**src/rtl/dispatch_queue_if.sv**
```systemverilog
// Shared types and the packet/dispatch interface for the dispatch queue.

package dispatch_queue_pkg;
  localparam int unsigned ADDR_WIDTH = 32;

  typedef struct packed {
    logic [6:0] opcode;
    logic [4:0] rd;
    logic [4:0] rs1;
    logic [4:0] rs2;
    logic [9:0] imm;
  } instruction_t;

  // One stored slot: a compacted two-lane packet plus its branch prediction.
  typedef struct packed {
    logic [1:0]            valid;
    instruction_t          inst_0;
    instruction_t          inst_1;
    logic                  predict_taken;
    logic [ADDR_WIDTH-1:0] predict_target;
  } packet_t;
endpackage

interface dispatch_queue_if #(
  parameter int unsigned ROB_WIDTH = 4
);
  import dispatch_queue_pkg::*;

  logic                  flush;
  logic [ROB_WIDTH-1:0]  flush_rob_tail;
  logic [1:0]            in_valid;
  instruction_t          in_instruction_0;
  instruction_t          in_instruction_1;
  logic                  in_predict_taken;
  logic [ADDR_WIDTH-1:0] in_predict_target;
  logic                  in_ready;
  logic [ROB_WIDTH:0]    rob_free_count;
  logic                  busy_alu;
  logic                  busy_lsu;
  logic                  busy_branch;
  logic [1:0]            rename_valid;
  instruction_t          rename_instruction_0;
  instruction_t          rename_instruction_1;
  logic [ROB_WIDTH-1:0]  rob_id_0;
  logic [ROB_WIDTH-1:0]  rob_id_1;
  logic                  predict_taken;
  logic [ADDR_WIDTH-1:0] predict_target;
  logic                  stall_dispatch;
  logic [1:0]            rob_alloc;

  modport master (
    output flush, flush_rob_tail, in_valid, in_instruction_0, in_instruction_1,
           in_predict_taken, in_predict_target, rob_free_count,
           busy_alu, busy_lsu, busy_branch,
    input  in_ready, rename_valid, rename_instruction_0, rename_instruction_1,
           rob_id_0, rob_id_1, predict_taken, predict_target,
           stall_dispatch, rob_alloc
  );

  modport slave (
    input  flush, flush_rob_tail, in_valid, in_instruction_0, in_instruction_1,
           in_predict_taken, in_predict_target, rob_free_count,
           busy_alu, busy_lsu, busy_branch,
    output in_ready, rename_valid, rename_instruction_0, rename_instruction_1,
           rob_id_0, rob_id_1, predict_taken, predict_target,
           stall_dispatch, rob_alloc
  );
endinterface

```
**src/rtl/dispatch_queue.sv**
```systemverilog
// Dispatch queue: buffers renamed 2-instruction packets and hands the head
// packet to dispatch once reservation stations and ROB space allow.

module dispatch_queue
  import dispatch_queue_pkg::*;
#(
  parameter int unsigned PKT_DEPTH = 4,
  parameter int unsigned ROB_WIDTH = 4
) (
  input  logic            clk,
  input  logic            rst,
  dispatch_queue_if.slave dq
);

  localparam int unsigned PTR_W  = $clog2(PKT_DEPTH);
  localparam int unsigned CNT_W  = PTR_W + 1;
  localparam int unsigned FREE_W = ROB_WIDTH + 1;

  if (PKT_DEPTH < 2 || (PKT_DEPTH & (PKT_DEPTH - 1)) != 0) begin : g_bad_depth
    $error("PKT_DEPTH must be a power of two and at least 2");
  end

  packet_t              mem_q [PKT_DEPTH];
  logic [PTR_W-1:0]     head_q;
  logic [PTR_W-1:0]     tail_ptr_q;
  logic [CNT_W-1:0]     cnt_q;
  logic [ROB_WIDTH-1:0] rob_tail_q;

  packet_t              head_pkt_c;
  packet_t              in_pkt_c;
  logic                 empty_c;
  logic                 full_c;
  logic                 busy_c;
  logic                 stall_c;
  logic                 fire_c;
  logic                 enq_c;
  logic [1:0]           need_c;

  // Head/occupancy decode, dispatch and enqueue qualification, lane compaction.
  always_comb begin
    head_pkt_c = mem_q[head_q];
    empty_c    = (cnt_q == '0);
    full_c     = (cnt_q == CNT_W'(PKT_DEPTH));
    need_c     = 2'(head_pkt_c.valid[0]) + 2'(head_pkt_c.valid[1]);
    busy_c     = dq.busy_alu | dq.busy_lsu | dq.busy_branch;
    stall_c    = !empty_c && (busy_c || (dq.rob_free_count < FREE_W'(need_c)));
    fire_c     = !empty_c && !stall_c && !dq.flush;
    enq_c      = (dq.in_valid != 2'b00) && !full_c && !dq.flush;

    in_pkt_c                = '0;
    in_pkt_c.valid          = (dq.in_valid == 2'b10) ? 2'b01 : dq.in_valid;
    in_pkt_c.inst_0         = (dq.in_valid == 2'b10) ? dq.in_instruction_1
                                                     : dq.in_instruction_0;
    in_pkt_c.inst_1         = dq.in_instruction_1;
    in_pkt_c.predict_taken  = dq.in_predict_taken;
    in_pkt_c.predict_target = dq.in_predict_target;
  end

  // Packet storage; written only at the tail on an accepted enqueue.
  always_ff @(posedge clk or negedge rst) begin
    if (!rst) begin
      for (int i = 0; i < int'(PKT_DEPTH); i++) begin
        mem_q[i] <= '0;
      end
    end else if (enq_c) begin
      mem_q[tail_ptr_q] <= in_pkt_c;
    end
  end

  // Pointers, occupancy and ROB tail; flush overrides enqueue and dispatch.
  always_ff @(posedge clk or negedge rst) begin
    if (!rst) begin
      head_q     <= '0;
      tail_ptr_q <= '0;
      cnt_q      <= '0;
      rob_tail_q <= '0;
    end else if (dq.flush) begin
      head_q     <= '0;
      tail_ptr_q <= '0;
      cnt_q      <= '0;
      rob_tail_q <= dq.flush_rob_tail;
    end else begin
      if (fire_c) begin
        head_q     <= PTR_W'(head_q + 1'b1);
        rob_tail_q <= ROB_WIDTH'(rob_tail_q + ROB_WIDTH'(need_c));
      end
      if (enq_c) begin
        tail_ptr_q <= PTR_W'(tail_ptr_q + 1'b1);
      end
      cnt_q <= CNT_W'(cnt_q + CNT_W'(enq_c) - CNT_W'(fire_c));
    end
  end

  // Head slot drives the rename side directly.
  assign dq.in_ready             = !full_c;
  assign dq.rename_valid         = empty_c ? 2'b00 : head_pkt_c.valid;
  assign dq.rename_instruction_0 = head_pkt_c.inst_0;
  assign dq.rename_instruction_1 = head_pkt_c.inst_1;
  assign dq.predict_taken        = head_pkt_c.predict_taken;
  assign dq.predict_target       = head_pkt_c.predict_target;
  assign dq.rob_id_0             = rob_tail_q;
  assign dq.rob_id_1             = ROB_WIDTH'(rob_tail_q + 1'b1);
  assign dq.stall_dispatch       = stall_c;
  assign dq.rob_alloc            = fire_c ? need_c : 2'b00;

endmodule

```
**src/flat_wrapper.sv**
```systemverilog
// flat-port wrapper written by rule: the top's interface ports become plain ports
module dispatch_queue_flat import dispatch_queue_pkg::*;
#(
  parameter int unsigned PKT_DEPTH = 4,
  parameter int unsigned ROB_WIDTH = 4
)
  (clk, rst, dq_flush, dq_flush_rob_tail, dq_in_valid, dq_in_instruction_0, dq_in_instruction_1, dq_in_predict_taken, dq_in_predict_target, dq_rob_free_count, dq_busy_alu, dq_busy_lsu, dq_busy_branch, dq_in_ready, dq_rename_valid, dq_rename_instruction_0, dq_rename_instruction_1, dq_rob_id_0, dq_rob_id_1, dq_predict_taken, dq_predict_target, dq_stall_dispatch, dq_rob_alloc);
  dispatch_queue_if #(.ROB_WIDTH(ROB_WIDTH)) dq_i ();
  input  logic clk;
  input  logic rst;
  input wire logic [$bits(dq_i.flush)-1:0] dq_flush;
  input wire logic [$bits(dq_i.flush_rob_tail)-1:0] dq_flush_rob_tail;
  input wire logic [$bits(dq_i.in_valid)-1:0] dq_in_valid;
  input wire logic [$bits(dq_i.in_instruction_0)-1:0] dq_in_instruction_0;
  input wire logic [$bits(dq_i.in_instruction_1)-1:0] dq_in_instruction_1;
  input wire logic [$bits(dq_i.in_predict_taken)-1:0] dq_in_predict_taken;
  input wire logic [$bits(dq_i.in_predict_target)-1:0] dq_in_predict_target;
  input wire logic [$bits(dq_i.rob_free_count)-1:0] dq_rob_free_count;
  input wire logic [$bits(dq_i.busy_alu)-1:0] dq_busy_alu;
  input wire logic [$bits(dq_i.busy_lsu)-1:0] dq_busy_lsu;
  input wire logic [$bits(dq_i.busy_branch)-1:0] dq_busy_branch;
  output wire logic [$bits(dq_i.in_ready)-1:0] dq_in_ready;
  output wire logic [$bits(dq_i.rename_valid)-1:0] dq_rename_valid;
  output wire logic [$bits(dq_i.rename_instruction_0)-1:0] dq_rename_instruction_0;
  output wire logic [$bits(dq_i.rename_instruction_1)-1:0] dq_rename_instruction_1;
  output wire logic [$bits(dq_i.rob_id_0)-1:0] dq_rob_id_0;
  output wire logic [$bits(dq_i.rob_id_1)-1:0] dq_rob_id_1;
  output wire logic [$bits(dq_i.predict_taken)-1:0] dq_predict_taken;
  output wire logic [$bits(dq_i.predict_target)-1:0] dq_predict_target;
  output wire logic [$bits(dq_i.stall_dispatch)-1:0] dq_stall_dispatch;
  output wire logic [$bits(dq_i.rob_alloc)-1:0] dq_rob_alloc;
  assign dq_i.flush = dq_flush;
  assign dq_i.flush_rob_tail = dq_flush_rob_tail;
  assign dq_i.in_valid = dq_in_valid;
  assign dq_i.in_instruction_0 = dq_in_instruction_0;
  assign dq_i.in_instruction_1 = dq_in_instruction_1;
  assign dq_i.in_predict_taken = dq_in_predict_taken;
  assign dq_i.in_predict_target = dq_in_predict_target;
  assign dq_i.rob_free_count = dq_rob_free_count;
  assign dq_i.busy_alu = dq_busy_alu;
  assign dq_i.busy_lsu = dq_busy_lsu;
  assign dq_i.busy_branch = dq_busy_branch;
  assign dq_in_ready = dq_i.in_ready;
  assign dq_rename_valid = dq_i.rename_valid;
  assign dq_rename_instruction_0 = dq_i.rename_instruction_0;
  assign dq_rename_instruction_1 = dq_i.rename_instruction_1;
  assign dq_rob_id_0 = dq_i.rob_id_0;
  assign dq_rob_id_1 = dq_i.rob_id_1;
  assign dq_predict_taken = dq_i.predict_taken;
  assign dq_predict_target = dq_i.predict_target;
  assign dq_stall_dispatch = dq_i.stall_dispatch;
  assign dq_rob_alloc = dq_i.rob_alloc;
  dispatch_queue #(.PKT_DEPTH(PKT_DEPTH), .ROB_WIDTH(ROB_WIDTH)) u_core (.clk(clk), .rst(rst), .dq(dq_i));
endmodule
```
**config.mk**
```make
export PLATFORM = sky130hd
export DESIGN_NAME = dispatch_queue_flat
export DESIGN_NICKNAME = d
export VERILOG_FILES = /design/src/rtl/dispatch_queue_if.sv /design/src/rtl/dispatch_queue.sv /design/src/flat_wrapper.sv
export SDC_FILE = /design/constraint.sdc
export NUM_CORES = 1
export LEC_CHECK = 0
export CORE_MARGIN = 5
export CORE_UTILIZATION = 36
export CTS_BUF_LIST = sky130_fd_sc_hd__clkbuf_2
export DETAILED_ROUTE_END_ITERATION = 7
export HOLD_SLACK_MARGIN = 0.15
export PLACE_DENSITY = 0.59
export SLEW_MARGIN = 25
export SYNTH_ARGS = -nofsm -noshare
export SYNTH_HDL_FRONTEND = slang
export SYNTH_SLANG_ARGS = --single-unit
```
**constraint.sdc**
```tcl
create_clock -name clk -period 3.16 [get_ports clk]
set_clock_uncertainty 0.2 [all_clocks]
set_input_delay 0.474 -clock clk [delete_from_list [all_inputs] [get_ports clk]]
set_output_delay 0.474 -clock clk [all_outputs]
set_load 0.005 [all_outputs]
```
==> implementation parameters, run 1 <==
Parameter                              Value

Outcome
  Run status    finished, violations left
  Violations in the final reports    negative setup slack

STA
  Pins Over Slew Limit    0
  RSZ-0062 raised after global routing    yes
  Tcrit/Tclk final    1.234
  Worst slew margin relative to its limit    0.6236
  Number of setup violations in the final report    97
  Final critical path time including I/O delays and setup    3899 ps
  Fmax    0.2565 GHz
  Slew of the pin with the lowest slew margin    548.8 ps
  Setup TNS Final    -32600 ps
  Post-layout worst setup margin    -739.0 ps
  Hold violation count in the final report    0

GRT
  Antenna violations before repair    5
  Wire length of the first global-routing pass    78.74 mm
  Total track usage    0.1793
  Grt ovf    0
  Largest net degree at the start of global routing    75
  Number of global-route vias before repair    13820

Finish
  Final Net Count    1875
  Layout Utilization    0.4916
  Layout area overhead    35.33%
  Layout cells sized above 1    0.4064
  Filler cells    4493

Setup path
  Setup CP Type    register to output pin
  Critical path capture point type    output pin
  CP startpoint kind    register
  Top fanout value on the critical path    4
  Required time reported for the critical path endpoint    2490 ps
  Number of cells traversed by the worst register-to-register path    15
  Worst endpoint data arrival time    3220 ps

Detailed routing
  Via-to-Cell Ratio    4.910
  Number of violations reported at the end of detailed-routing iteration 0    516
  Total length of routed wires    48.88 mm
  Number of DRC violations after detailed routing    0
  Number of routed nets with antenna violations    0
  Average detailed-routed wire length per instance    19.51 um
  DRT Pass-1 Iters    4
  Vias after detailed routing    12310

Clock network
  Num CTS Buffers    110
  H-tree depth    3
  Number of buffers between clock root and the deepest sink    3
  Sink Count    407
  Root buf cell    sky130_fd_sc_hd__clkbuf_2
  Clock edge transition at the registers on the reported setup and hold paths    80 ps
  TritonCTS clock tree    built
  Clk_lat worst skew    1110 ps

Place
  Routability cong.    0.7745
  Total half-perimeter wirelength after legalization and detailed placement    28.29 mm
  Count of input and output buffers    224

Synth
  Largest cells by area after synthesis    sky130_fd_sc_hd__dfrtp_1 (56%), sky130_fd_sc_hd__mux4_2 (12%), sky130_fd_sc_hd__mux2_2 (11%), sky130_fd_sc_hd__o21ai_0 (3.7%), sky130_fd_sc_hd__mux2_1 (3.2%)
  Synthesized net count    1363
  Mean instance size in the synthesized netlist    14.71 um2
  Yosys warns    0
  Synthesized instance count    1236
  Post-synth design cell area    18190 um2
  Part of the Yosys area used for sequential elements    0.5600
  Area leader, netlist    sky130_fd_sc_hd__dfrtp_1
  Yosys cell types    40
  Number of register bits inferred by synthesis    407
  Area share of the leading cell type in the synthesized netlist    0.5600

Die
  DIE WIDTH    234.8 um
  Effective utilization at floorplan    0.3632
  Die ar.    55110 um2
  Area of the core    50070 um2
  I/O pin count    225
  Die Span Y    234.8 um
  Cell row count    82

Power and ir drop
  Total leakage power    10.97 nW
  Peak ir drop on the vdd network    0.3538 mV
  Areal power density over the cells    801.8 nW/um2

Min path
  Number of cells on the worst hold path    1
  Worst min-delay path class    register to register

Flow run
  Maximum Capacitance Violations    0
-- area by class of cell --
type | instances | area, um2 | share of cell area
clock buffer | 161 | 805.8 | 0.03274
multi-input combinational | 733 | 7518 | 0.3055
inverter | 11 | 46.29 | 0.001881
tap | 672 | 840.8 | 0.03416
sequential | 407 | 10200 | 0.4143
timing repair buffer | 485 | 4979 | 0.2023
clock inverter | 29 | 205.2 | 0.008338
antenna | 8 | 20.02 | 0.0008134
-- what timing repair did --
action / in CTS / in global routing
setup buffers: 79 / 5
hold endpoints to repair: 810 / 0
hold buffers: 135 / 0
pin swaps: 7 / 10
endpoints found under the setup margin: 108 / 110
gates cloned: 10 / 0
gates resized for setup: 501 / 54
-- flip-flops by register name (all words and copies together), names as in the netlist --
signal / cells
u_core.mem_q: 396
u_core.cnt_q: 3
u_core.tail_ptr_q: 2
u_core.head_q: 2
u_core.dq.rob_id_0: 4
-- cell families after synthesis --
| family | share of synthesized area |
|---|---|
| xor gates and xnor gates | 0.002408 |
| adders and majority gates | 0.009769 |
| and+or+nand+nor | 0.04231 |
| AOI/OAI and AO/OA | 0.04224 |
| muxes | 0.3086 |
| DFF | 0.5600 |
| buffers and inverters | 0.03468 |
-- Yosys cell counts, drive strengths merged --
cell type / count
and2: 1
o311ai: 1
or4: 2
nand2: 136
dfrtp: 407
or3b: 1
clkbuf: 13
o31ai: 2
a21o: 1
inv: 11
nor3b: 1
ha: 11
a21oi: 2
a31oi: 3
buf: 72
nor2: 9
xor2: 2
nand3: 7
o211ai: 1
mux4: 99
mux2: 261
o21ba: 1
fa: 2
nor3: 3
nand2b: 5
xnor2: 3
mux2i: 33
nor2b: 7
o21a: 2
or3: 1
nor4: 1
o21ai: 135
-- critical path, cell delays in order, from the launching register on --
cell and delay [ps]:
sky130_fd_sc_hd__dfrtp_4 450, sky130_fd_sc_hd__mux4_2 560, sky130_fd_sc_hd__ha_4 270, sky130_fd_sc_hd__nor2b_4 150, sky130_fd_sc_hd__o21ai_4 210, sky130_fd_sc_hd__nand2_2 90
sky130_fd_sc_hd__buf_6 140, sky130_fd_sc_hd__nor3b_4 170, sky130_fd_sc_hd__buf_2 150
-- cell usage in the layout (no fill, tap or decap), types with 3 or more instances in the layout --
master,instances
sky130_fd_sc_hd__buf_2,57
sky130_fd_sc_hd__clkinv_1,19
sky130_fd_sc_hd__nand2_1,135
sky130_fd_sc_hd__nand2b_1,5
sky130_fd_sc_hd__diode_2,8
sky130_fd_sc_hd__nor2b_4,3
sky130_fd_sc_hd__inv_1,7
sky130_fd_sc_hd__nand3_4,4
sky130_fd_sc_hd__dfrtp_2,3
sky130_fd_sc_hd__buf_12,26
sky130_fd_sc_hd__inv_2,3
sky130_fd_sc_hd__ha_4,4
sky130_fd_sc_hd__clkbuf_2,166
sky130_fd_sc_hd__mux2_2,179
sky130_fd_sc_hd__mux4_2,99
sky130_fd_sc_hd__nor2_1,7
sky130_fd_sc_hd__a31oi_1,3
sky130_fd_sc_hd__mux2_1,52
sky130_fd_sc_hd__xnor2_1,3
sky130_fd_sc_hd__mux2_4,30
sky130_fd_sc_hd__o21ai_0,134
sky130_fd_sc_hd__nor2b_1,4
sky130_fd_sc_hd__dlygate4sd3_1,134
sky130_fd_sc_hd__ha_1,7
sky130_fd_sc_hd__nand3_1,3
sky130_fd_sc_hd__clkdlybuf4s50_1,117
sky130_fd_sc_hd__clkinv_2,3
sky130_fd_sc_hd__buf_4,60
sky130_fd_sc_hd__mux2i_1,33
sky130_fd_sc_hd__dfrtp_1,402
sky130_fd_sc_hd__buf_16,13
sky130_fd_sc_hd__dlygate4sd2_1,4
sky130_fd_sc_hd__buf_6,65
sky130_fd_sc_hd__buf_8,4
sky130_fd_sc_hd__bufinv_16,3
-- path summary, 6_finish.rpt --
path                                               start  slack, ps                       endpoint
max reg2reg                 u_core.head_q[0]$_DFFE_PN0P_       -140      u_core.cnt_q[2]$_DFF_PN0_
min in group asynchronous                            rst        350  u_core.mem_q[295]$_DFFE_PN0P_
min                        u_core.mem_q[196]$_DFFE_PN0P_        280  u_core.mem_q[196]$_DFFE_PN0P_
max in group asynchronous                            rst       1640  u_core.mem_q[387]$_DFFE_PN0P_
max                         u_core.head_q[0]$_DFFE_PN0P_       -740                dq_rob_alloc[0]
min reg2reg                u_core.mem_q[196]$_DFFE_PN0P_        280  u_core.mem_q[196]$_DFFE_PN0P_
-- per-stage QoR --
| step | setup WS (ps) | total power, mW | instance area, um2 | hold slack (ps) | std cells |
|---|---|---|---|---|---|
| detailed placement | -132.5 | 15.74 | 21230 | 247.8 | 2092 |
| CTS | -870.3 | 19.82 | 24460 | 153.8 | 2506 |
| global route | -1006 | 21.15 | 24610 | 203.6 | 2506 |
| global placement | -103.1 | 15.50 | 21230 | 245.1 | 2092 |
| floorplan | 10.59 | 12.74 | 18200 | -21.59 | 1236 |
| finish | -739.0 | 19.73 | 24610 | 276.1 | 2506 |
-- where the power goes --
group	internal, mW	switching, mW	leakage, nW
sequential	7.60	1.16	5.01
clock	1.61	2.20	0.766
combinational	4.34	2.82	5.19
-- layer usage --
metal  up-vias  track usage  part of all wire
met1      6316       0.2361              0.44
met2       306       0.2867              0.48
met5         -            0                 0
li1       5587            -                 -
met3        96      0.05195             0.056
met4         0      0.06158             0.025
Power figures use the tool's default switching activity.
==> inputs of run 2 (changes only) <==
Settings changed: CORE_MARGIN 5 to 4, MAX_ROUTING_LAYER set to met4.
==> run 2 against run 1 <==
Compared with the run above: largest cell class unchanged; the flow still finishes with violations (negative setup slack); die area fell by 1.7%; final area is 0.19% lower; critical path depth is 14 higher.
==> implementation parameters, run 2 (synthesis results as in run 1) <==
Parameter                              Value

Outcome
  Run status    finished, violations left (unchanged)
  Violations in the final reports    negative setup slack (unchanged)

Setup path
  Most Frequent Cell on Critical Path    sky130_fd_sc_hd__buf_6
  Number of cells traversed by the worst register-to-register path    22 (was 15)
  Worst reg2reg path startpoint    u_core.head_q[0]$_DFFE_PN0P_ (unchanged)
  Critical Path Slowest Stage Cell    sky130_fd_sc_hd__mux4_2 (unchanged)
  Worst endpoint data arrival time    4700 ps (was 3220 ps)
  Required time reported for the critical path endpoint    3950 ps (was 2490 ps)
  CP startpoint kind    register (unchanged)
  Worst reg2reg path endpoint    u_core.cnt_q[1]$_DFF_PN0_ (was u_core.cnt_q[2]$_DFF_PN0_)
  Worst-path cell chain    mux4_2 > ha_4 > inv_4 > ha_4 > inv_4 > o21ai_2 > nand2_2 > buf_4 > buf_4 > buf_6 > buf_6 > buf_6 > buf_6 > buf_6 > buf_6 > nor2_4 > ha_4 > inv_2 > ha_4 > inv_2 > fa_2 > nor2_1 (was mux4_2 > ha_4 > nor2b_4 > o21ai_4 > nand2_2 > buf_6 > nor3b_4 > buf_2)
  Top Family by Delay on Critical Path    adder cells (was multiplexers)
  Top fanout value on the critical path    4 (unchanged)
  Worst R2R Setup Slack    -750 ps (was -140 ps)
  Largest stage delay on the critical path    570 ps (was 560 ps)
  Setup CP Type    register to register (was register to output pin)
  Critical path capture point type    register (was output pin)
  Worst Path Buf+Inv    12 (was 2)

Power and ir drop
  Areal power density over the cells    803.4 nW/um2 (was 801.8 nW/um2)
  Switching share of total power    0.3131 (was 0.3133)
  Internal    13.55 mW (about the same)
  Comb power frac    0.358 (was 0.363)
  Sw power    6.180 mW (was 6.182 mW)
  Sequential cell fraction of total power    0.445 (was 0.444)
  Clock network fraction of design power    0.196 (was 0.193)
  Peak ir drop on the vdd network    0.4125 mV (was 0.3538 mV)
  Total leakage power    10.95 nW (was 10.97 nW)

STA
  Hold violation count in the final report    0 (unchanged)
  Pins Over Slew Limit    0 (unchanged)
  Fmax    0.2560 GHz (was 0.2565 GHz)
  Post-layout worst setup margin    -746.7 ps (was -739.0 ps)
  Tcrit/Tclk final    1.236 (was 1.234)
  Slew of the pin with the lowest slew margin    581.5 ps (was 548.8 ps)
  Final critical path time including I/O delays and setup    3907 ps (was 3899 ps)
  Number of setup violations in the final report    103 (was 97)
  RSZ-0062 raised after global routing    yes (unchanged)
  Worst slew margin relative to its limit    0.6012 (was 0.6236)

Detailed routing
  Number of violations reported at the end of detailed-routing iteration 0    528 (was 516)
  Number of DRC violations after detailed routing    0 (unchanged)
  Number of routed nets with antenna violations    0 (unchanged)
  Average detailed-routed wire length per instance    19.80 um (was 19.51 um)
  Via-to-Cell Ratio    4.931 (was 4.910)
  DRT Pass-1 Iters    4 (unchanged)
  Total length of routed wires    49.43 mm (was 48.88 mm)
  Vias after detailed routing    12310 (about the same)

Die
  Effective utilization at floorplan    0.3632 (unchanged)
  Cell row count    82 (unchanged)
  Die ar.    54180 um2 (was 55110 um2)
  Die Span Y    232.8 um (was 234.8 um)
  DIE WIDTH    232.8 um (was 234.8 um)
  I/O pin count    225 (unchanged)
  Area of the core    50070 um2 (unchanged)

Place
  Post-detailed-placement cell area    21170 um2 (was 21230 um2)
  Routability cong.    0.7920 (was 0.7745)
  Count of input and output buffers    224 (unchanged)
  Total half-perimeter wirelength after legalization and detailed placement    28.33 mm (was 28.29 mm)
  Pre-CTS setup slack    -122.3 ps (was -132.5 ps)

GRT
  Antenna violations before repair    4 (was 5)
  Total track usage    0.1903 (was 0.1793)
  Largest net degree at the start of global routing    81 (was 75)
  Grt ovf    0 (unchanged)
  Wire length of the first global-routing pass    77.54 mm (was 78.74 mm)
  Number of global-route vias before repair    13480 (was 13820)

Clock network
  Root buf cell    sky130_fd_sc_hd__clkbuf_2 (unchanged)
  H-tree depth    3 (unchanged)
  Number of buffers between clock root and the deepest sink    3 (unchanged)
  Sink Count    407 (unchanged)
  TritonCTS clock tree    built (unchanged)
  Num CTS Buffers    110 (unchanged)
  Clock edge transition at the registers on the reported setup and hold paths    100 ps (was 80 ps)
  Clk_lat worst skew    1090 ps (was 1110 ps)

Finish
  Filler cells    4483 (was 4493)
  Most common cell after layout, fill and taps aside    sky130_fd_sc_hd__dfrtp_1 (unchanged)
  Layout cells sized above 1    0.4034 (was 0.4064)
  Most flop-heavy register    u_core.mem_q (unchanged)
  Final Net Count    1864 (was 1875)
  Finished layout cell area    24560 um2 (was 24610 um2)
  Number of flip-flops under the largest register name    396 (unchanged)
  Most frequent cells in the layout    sky130_fd_sc_hd__dfrtp_1 (402), sky130_fd_sc_hd__clkbuf_2 (194), sky130_fd_sc_hd__mux2_2 (179), sky130_fd_sc_hd__dlygate4sd3_1 (139), sky130_fd_sc_hd__nand2_1 (135) (was sky130_fd_sc_hd__dfrtp_1 (402), sky130_fd_sc_hd__mux2_2 (179), sky130_fd_sc_hd__clkbuf_2 (166), sky130_fd_sc_hd__nand2_1 (135))
  Layout area overhead    35.07% (was 35.33%)

Min path
  Worst min-delay path class    register to register (unchanged)
  Number of cells on the worst hold path    1 (unchanged)
  Worst Hold Launch    u_core.mem_q[196]$_DFFE_PN0P_ (unchanged)
  Hold Crit Endpoint    u_core.mem_q[196]$_DFFE_PN0P_ (unchanged)

Flow run
  Maximum Capacitance Violations    0 (unchanged)
## run 2: cell count changes in the layout (fill, tap and decap cells not counted), sizes merged, moves of 2 or more
cell	change
buf	-38
clkbuf	+29
clkinv	-5
dlygate4sd3	+5
inv	-2
## run 2: worst register-to-register path: stages, from the launching register on
cell and delay [ps]:
sky130_fd_sc_hd__dfrtp_4 470, sky130_fd_sc_hd__mux4_2 570, sky130_fd_sc_hd__ha_4 210, sky130_fd_sc_hd__inv_4 60, sky130_fd_sc_hd__ha_4 130, sky130_fd_sc_hd__inv_4 30, sky130_fd_sc_hd__o21ai_2 130, sky130_fd_sc_hd__nand2_2 90
sky130_fd_sc_hd__buf_4 140, sky130_fd_sc_hd__buf_4 120, sky130_fd_sc_hd__buf_6 100, sky130_fd_sc_hd__buf_6 100, sky130_fd_sc_hd__buf_6 100, sky130_fd_sc_hd__buf_6 100, sky130_fd_sc_hd__buf_6 100, sky130_fd_sc_hd__buf_6 100
sky130_fd_sc_hd__nor2_4 90, sky130_fd_sc_hd__ha_4 210, sky130_fd_sc_hd__inv_2 60, sky130_fd_sc_hd__ha_4 120, sky130_fd_sc_hd__inv_2 30, sky130_fd_sc_hd__fa_2 510, sky130_fd_sc_hd__nor2_1 40
## run 2: per-layer routing
layer	share of wire	wire length (um)	GRT usage
met5	0	0	-
met3	0.052	2565	0.04995
met1	0.45	22080	0.2467
met2	0.47	23480	0.2944
met4	0.026	1304	0.06070
## run 2: timing repair
action / in CTS / in global routing
setup endpoints to repair: 108 / 109
gates resized for setup: 413 / 114
pin swaps: 11 / 8
setup buffers: 39 / 29
hold buffers: 141 / 0
hold endpoints to repair: 810 / 0
gates cloned: 12 / 1
## run 2: stage by stage
| stage | hold WS, ps | std cells | setup TNS [ps] | util | power [mW] |
|---|---|---|---|---|---|
| 6_report | 282.1 | 2496 | -28590 | 0.4906 | 19.73 |
| 5_1_grt | 245.3 | 2496 | -54030 | 0.4906 | 21.18 |
| 4_1_cts | 164.2 | 2467 | -60350 | 0.4851 | 19.96 |
| 3_5_place_dp | 259.0 | 2084 | -648.4 | 0.4227 | 15.76 |
| 3_3_place_gp | 249.3 | 2084 | -244.4 | 0.4227 | 15.50 |
| 2_1_floorplan | -21.59 | 1236 | 0 | - | 12.74 |
## run 2: cell type report
type / count / area (um2) / share of cell area
antenna: 7 / 17.52 / 0.0007131
clock buffer: 169 / 845.8 / 0.03443
clock inverter: 23 / 180.2 / 0.007335
inverter: 11 / 46.29 / 0.001885
multi-input combinational: 733 / 7505 / 0.3055
sequential: 407 / 10200 / 0.4151
tap: 672 / 840.8 / 0.03423
timing repair buffer: 474 / 4933 / 0.2008
## run 2: power groups by stage
| stage | clock network [mW] | registers (mW) | logic, mW |
|---|---|---|---|
| 2_1_floorplan | 0 | 8.46 | 4.28 |
| 3_3_place_gp | 0 | 8.79 | 6.72 |
| 3_5_place_dp | 0 | 8.88 | 6.88 |
| 4_1_cts | 4.11 | 8.77 | 7.08 |
| 5_1_grt | 4.34 | 9.06 | 7.78 |
| 6_report | 3.87 | 8.79 | 7.07 |
## run 2: worst max path at each step
stage                     cells after the start  slack (ps)                   endpoint                         start
after floorplan                              15          10  u_core.cnt_q[2]$_DFF_PN0_  u_core.head_q[0]$_DFFE_PN0P_
after CTS                                    10        -900            dq_rob_alloc[0]  u_core.head_q[0]$_DFFE_PN0P_
after global routing                         10       -1020            dq_rob_alloc[1]  u_core.head_q[0]$_DFFE_PN0P_
after global placement                       15         -90  u_core.cnt_q[2]$_DFF_PN0_  u_core.head_q[0]$_DFFE_PN0P_
after detailed placement                     10        -120            dq_rob_alloc[0]  u_core.head_q[0]$_DFFE_PN0P_
final                                        22        -750  u_core.cnt_q[1]$_DFF_PN0_  u_core.head_q[0]$_DFFE_PN0P_
==> inputs of run 3 (changes only) <==
Settings changed: CORE_UTILIZATION 36 to 45, GPL_ROUTABILITY_DRIVEN set to 0, PLACE_DENSITY 0.59 to 0.7, TNS_END_PERCENT set to 1.
==> run 3 against run 2 <==
Compared with the run above: the flow still finishes with violations (negative setup slack); cell count decreased by 9.6%; core utilization increased by 9.3 points; routed wire length decreased by 10%; clock power decreased by 8.0%; first-iteration DRC count increased by 7.6%; sequential cell count unchanged; register-to-register slack improved by 130 ps; total power decreased by 3.1%; combinational power decreased by 4.0%; largest power group unchanged; highest routed layer unchanged.
==> implementation parameters, run 3 (synthesis results as in run 1) <==
Parameter                              Value

Min path
  Worst Hold Launch    u_core.mem_q[196]$_DFFE_PN0P_ (unchanged)
  Hold Crit Endpoint    u_core.mem_q[196]$_DFFE_PN0P_ (unchanged)
  Worst min-delay path class    register to register (unchanged)
  Number of cells on the worst hold path    1 (unchanged)

Place
  Number of placed cells counting well taps    1937 (was 2084)
  Total half-perimeter wirelength after legalization and detailed placement    26.55 mm (was 28.33 mm)
  Count of input and output buffers    224 (unchanged)

Detailed routing
  Number of violations reported at the end of detailed-routing iteration 0    568 (was 528)
  Number of DRC violations after detailed routing    0 (unchanged)
  Vias after detailed routing    11930 (was 12310)
  Via-to-Cell Ratio    5.287 (was 4.931)
  Total length of routed wires    44.44 mm (was 49.43 mm)
  Average detailed-routed wire length per instance    19.70 um (was 19.80 um)
  DRT Pass-1 Iters    4 (unchanged)
  Number of routed nets with antenna violations    0 (unchanged)

Setup path
  Required time reported for the critical path endpoint    3830 ps (was 3950 ps)
  Critical path capture point type    register (unchanged)
  Largest stage delay on the critical path    550 ps (was 570 ps)
  Worst endpoint data arrival time    4440 ps (was 4700 ps)
  Worst reg2reg path startpoint    u_core.head_q[0]$_DFFE_PN0P_ (unchanged)
  Top Family by Delay on Critical Path    adder cells (unchanged)
  Worst R2R Setup Slack    -610 ps (was -750 ps)
  CP startpoint kind    register (unchanged)
  Most Frequent Cell on Critical Path    sky130_fd_sc_hd__buf_4 (was sky130_fd_sc_hd__buf_6)
  Top fanout value on the critical path    3 (was 4)
  Number of cells traversed by the worst register-to-register path    19 (was 22)
  Setup CP Type    register to register (unchanged)
  Worst reg2reg path endpoint    u_core.cnt_q[2]$_DFF_PN0_ (was u_core.cnt_q[1]$_DFF_PN0_)
  Worst-path cell chain    mux4_2 > ha_4 > nor2b_4 > o21ai_4 > nand2_2 > buf_4 > buf_4 > buf_4 > buf_4 > buf_4 > buf_4 > nor2_4 > ha_4 > inv_2 > ha_1 > inv_2 > fa_2 > xnor2_1 > nor2_1 (was mux4_2 > ha_4 > inv_4 > ha_4 > inv_4 > o21ai_2 > nand2_2 > buf_4 > buf_4 > buf_6 > buf_6 > buf_6 > buf_6 > buf_6 > buf_6 > nor2_4 > ha_4 > inv_2 > ha_4 > inv_2 > fa_2 > nor2_1)
  Critical Path Slowest Stage Cell    sky130_fd_sc_hd__mux4_2 (unchanged)
  Worst Path Buf+Inv    8 (was 12)

Outcome
  Run status    finished, violations left (unchanged)
  Violations in the final reports    negative setup slack (unchanged)

STA
  Slew of the pin with the lowest slew margin    661.9 ps (was 581.5 ps)
  Post-layout worst setup margin    -611.9 ps (was -746.7 ps)
  Hold violation count in the final report    0 (unchanged)
  Final critical path time including I/O delays and setup    3772 ps (was 3907 ps)
  Pins Over Slew Limit    0 (unchanged)
  Fmax    0.2651 GHz (was 0.2560 GHz)
  Tcrit/Tclk final    1.194 (was 1.236)
  Worst slew margin relative to its limit    0.5587 (was 0.6012)
  Number of setup violations in the final report    103 (unchanged)
  RSZ-0062 raised after global routing    yes (unchanged)

GRT
  Grt ovf    0 (unchanged)
  Largest net degree at the start of global routing    109 (was 81)
  Total track usage    0.2113 (was 0.1903)
  Antenna violations before repair    4 (unchanged)
  Wire length of the first global-routing pass    71.55 mm (was 77.54 mm)
  Number of global-route vias before repair    12990 (was 13480)

Finish
  Most frequent cells in the layout    sky130_fd_sc_hd__dfrtp_1 (403), sky130_fd_sc_hd__mux2_2 (179), sky130_fd_sc_hd__clkbuf_2 (169), sky130_fd_sc_hd__clkdlybuf4s50_1 (158), sky130_fd_sc_hd__nand2_1 (135) (was sky130_fd_sc_hd__dfrtp_1 (402), sky130_fd_sc_hd__clkbuf_2 (194), sky130_fd_sc_hd__mux2_2 (179), sky130_fd_sc_hd__dlygate4sd3_1 (139), sky130_fd_sc_hd__nand2_1 (135))
  Most flop-heavy register    u_core.mem_q (unchanged)
  Number of flip-flops under the largest register name    396 (unchanged)
  Layout cells sized above 1    0.3476 (was 0.4034)
  Layout area overhead    27.86% (was 35.07%)
  Non-filler cells, final    2256 (was 2496)
  Flip-flop and latch area    10190 um2 (was 10200 um2)
  Multi-input gate area in the final layout    7478 um2 (was 7505 um2)
  Most common cell after layout, fill and taps aside    sky130_fd_sc_hd__dfrtp_1 (unchanged)
  Final Net Count    1782 (was 1864)
  Filler cells    3225 (was 4483)

Die
  Cell row count    73 (was 82)
  Die Span Y    209.0 um (was 232.8 um)
  DIE WIDTH    209.0 um (was 232.8 um)
  I/O pin count    225 (unchanged)
  Area of the core    39820 um2 (was 50070 um2)
  Die ar.    43690 um2 (was 54180 um2)
  Effective utilization at floorplan    0.4567 (was 0.3632)

Clock network
  TritonCTS clock tree    built (unchanged)
  Clk_lat worst skew    1000 ps (was 1090 ps)
  Num CTS Buffers    106 (was 110)
  Clock edge transition at the registers on the reported setup and hold paths    100 ps (about the same)
  H-tree depth    3 (unchanged)
  Root buf cell    sky130_fd_sc_hd__clkbuf_2 (unchanged)
  Number of buffers between clock root and the deepest sink    3 (unchanged)
  Sink Count    407 (unchanged)

Power and ir drop
  Peak ir drop on the vdd network    0.5210 mV (was 0.4125 mV)
  Total leakage power    10.28 nW (was 10.95 nW)
  Total power after layout    19.13 mW (was 19.73 mW)
  Areal power density over the cells    822.6 nW/um2 (was 803.4 nW/um2)

Flow run
  Maximum Capacitance Violations    0 (unchanged)
[run 3: cell types whose count changed in the layout (fill, tap and decap cells not counted), moves of 6 or more]
cell                              before  now
sky130_fd_sc_hd__clkdlybuf4s50_1     117  158
sky130_fd_sc_hd__dlygate4sd3_1       139  122
sky130_fd_sc_hd__clkbuf_2            194  169
sky130_fd_sc_hd__buf_2                41   27
sky130_fd_sc_hd__dlygate4sd2_1         3   12
sky130_fd_sc_hd__buf_4                40   28
sky130_fd_sc_hd__buf_16               13    6
sky130_fd_sc_hd__buf_6                60    6
sky130_fd_sc_hd__clkinv_1             11   17
sky130_fd_sc_hd__buf_12               27   14
[run 3: worst max-delay path by stage]
stage	from	end	cells after the start
after floorplan	u_core.head_q[0]$_DFFE_PN0P_	u_core.cnt_q[2]$_DFF_PN0_	15
after global placement	u_core.head_q[0]$_DFFE_PN0P_	u_core.cnt_q[2]$_DFF_PN0_	15
after detailed placement	u_core.head_q[0]$_DFFE_PN0P_	u_core.cnt_q[2]$_DFF_PN0_	15
after CTS	u_core.head_q[0]$_DFFE_PN0P_	dq_rob_alloc[0]	8
after global routing	u_core.head_q[0]$_DFFE_PN0P_	dq_rob_alloc[0]	10
final	u_core.head_q[0]$_DFFE_PN0P_	u_core.cnt_q[2]$_DFF_PN0_	19
[run 3: worst register-to-register path: stages (launching register included)]
cell and delay (ps):
sky130_fd_sc_hd__dfrtp_4 440, sky130_fd_sc_hd__mux4_2 550, sky130_fd_sc_hd__ha_4 260, sky130_fd_sc_hd__nor2b_4 130, sky130_fd_sc_hd__o21ai_4 180, sky130_fd_sc_hd__nand2_2 80
sky130_fd_sc_hd__buf_4 140, sky130_fd_sc_hd__buf_4 130, sky130_fd_sc_hd__buf_4 120, sky130_fd_sc_hd__buf_4 120, sky130_fd_sc_hd__buf_4 120, sky130_fd_sc_hd__buf_4 130
sky130_fd_sc_hd__nor2_4 80, sky130_fd_sc_hd__ha_4 200, sky130_fd_sc_hd__inv_2 40, sky130_fd_sc_hd__ha_1 150, sky130_fd_sc_hd__inv_2 40, sky130_fd_sc_hd__fa_2 350
sky130_fd_sc_hd__xnor2_1 140, sky130_fd_sc_hd__nor2_1 60
[run 3: area by class of cell]
cell class	instances	area share
multi-input cells	733	0.3216
well taps	525	0.02825
clock buffers	153	0.03293
flip-flops and latches	407	0.4384
inverters	11	0.001883
repair buffers	396	0.1691
clock inverters	26	0.007264
diodes	5	0.0005381
[run 3: routing by layer]
| layer | vias up | wire length, um | part of all wire | track usage |
|---|---|---|---|---|
| li1 | 5394 | - | - | - |
| met1 | 6157 | 20030 | 0.45 | 0.2849 |
| met2 | 302 | 21100 | 0.47 | 0.3189 |
| met3 | 74 | 2285 | 0.051 | 0.05284 |
| met4 | 0 | 1022 | 0.023 | 0.06908 |
| met5 | - | 0 | 0 | - |
[run 3: report_power, final]
group          leakage (nW)  internal, mW  switching (mW)  total (mW)
Sequential             5.02          7.60            1.17        8.78
Clock                 0.707          1.45            2.11        3.56
Combinational          4.56          4.13            2.67        6.79
Total                  10.3          13.2            5.95        19.1
[run 3: what timing repair did]
| item | in CTS | in global routing |
|---|---|---|
| endpoints found under the setup margin | 106 | 106 |
| setup buffers | 9 | 0 |
| cloned | 3 | 0 |
| resized for setup | 216 | 34 |
| hold buffers | 123 | 0 |
| pin swaps | 8 | 2 |
| hold endpoints to repair | 810 | 0 |
[run 3: stage by stage]
| stage | utilization | hold slack, ps | area (um2) | TNS [ps] | setup WS, ps |
|---|---|---|---|---|---|
| 5_1_grt | 0.5839 | 201.3 | 23250 | -52550 | -804.3 |
| 6_report | 0.5839 | 276.1 | 23250 | -29680 | -611.9 |
| 3_5_place_dp | 0.5262 | 247.3 | 20960 | -200.9 | -97.92 |
| 4_1_cts | 0.5841 | 194.3 | 23260 | -45220 | -671.3 |
| 2_1_floorplan | - | -21.59 | 18200 | 0 | 10.59 |
| 3_3_place_gp | 0.5262 | 244.2 | 20960 | -115.9 | -72.45 |
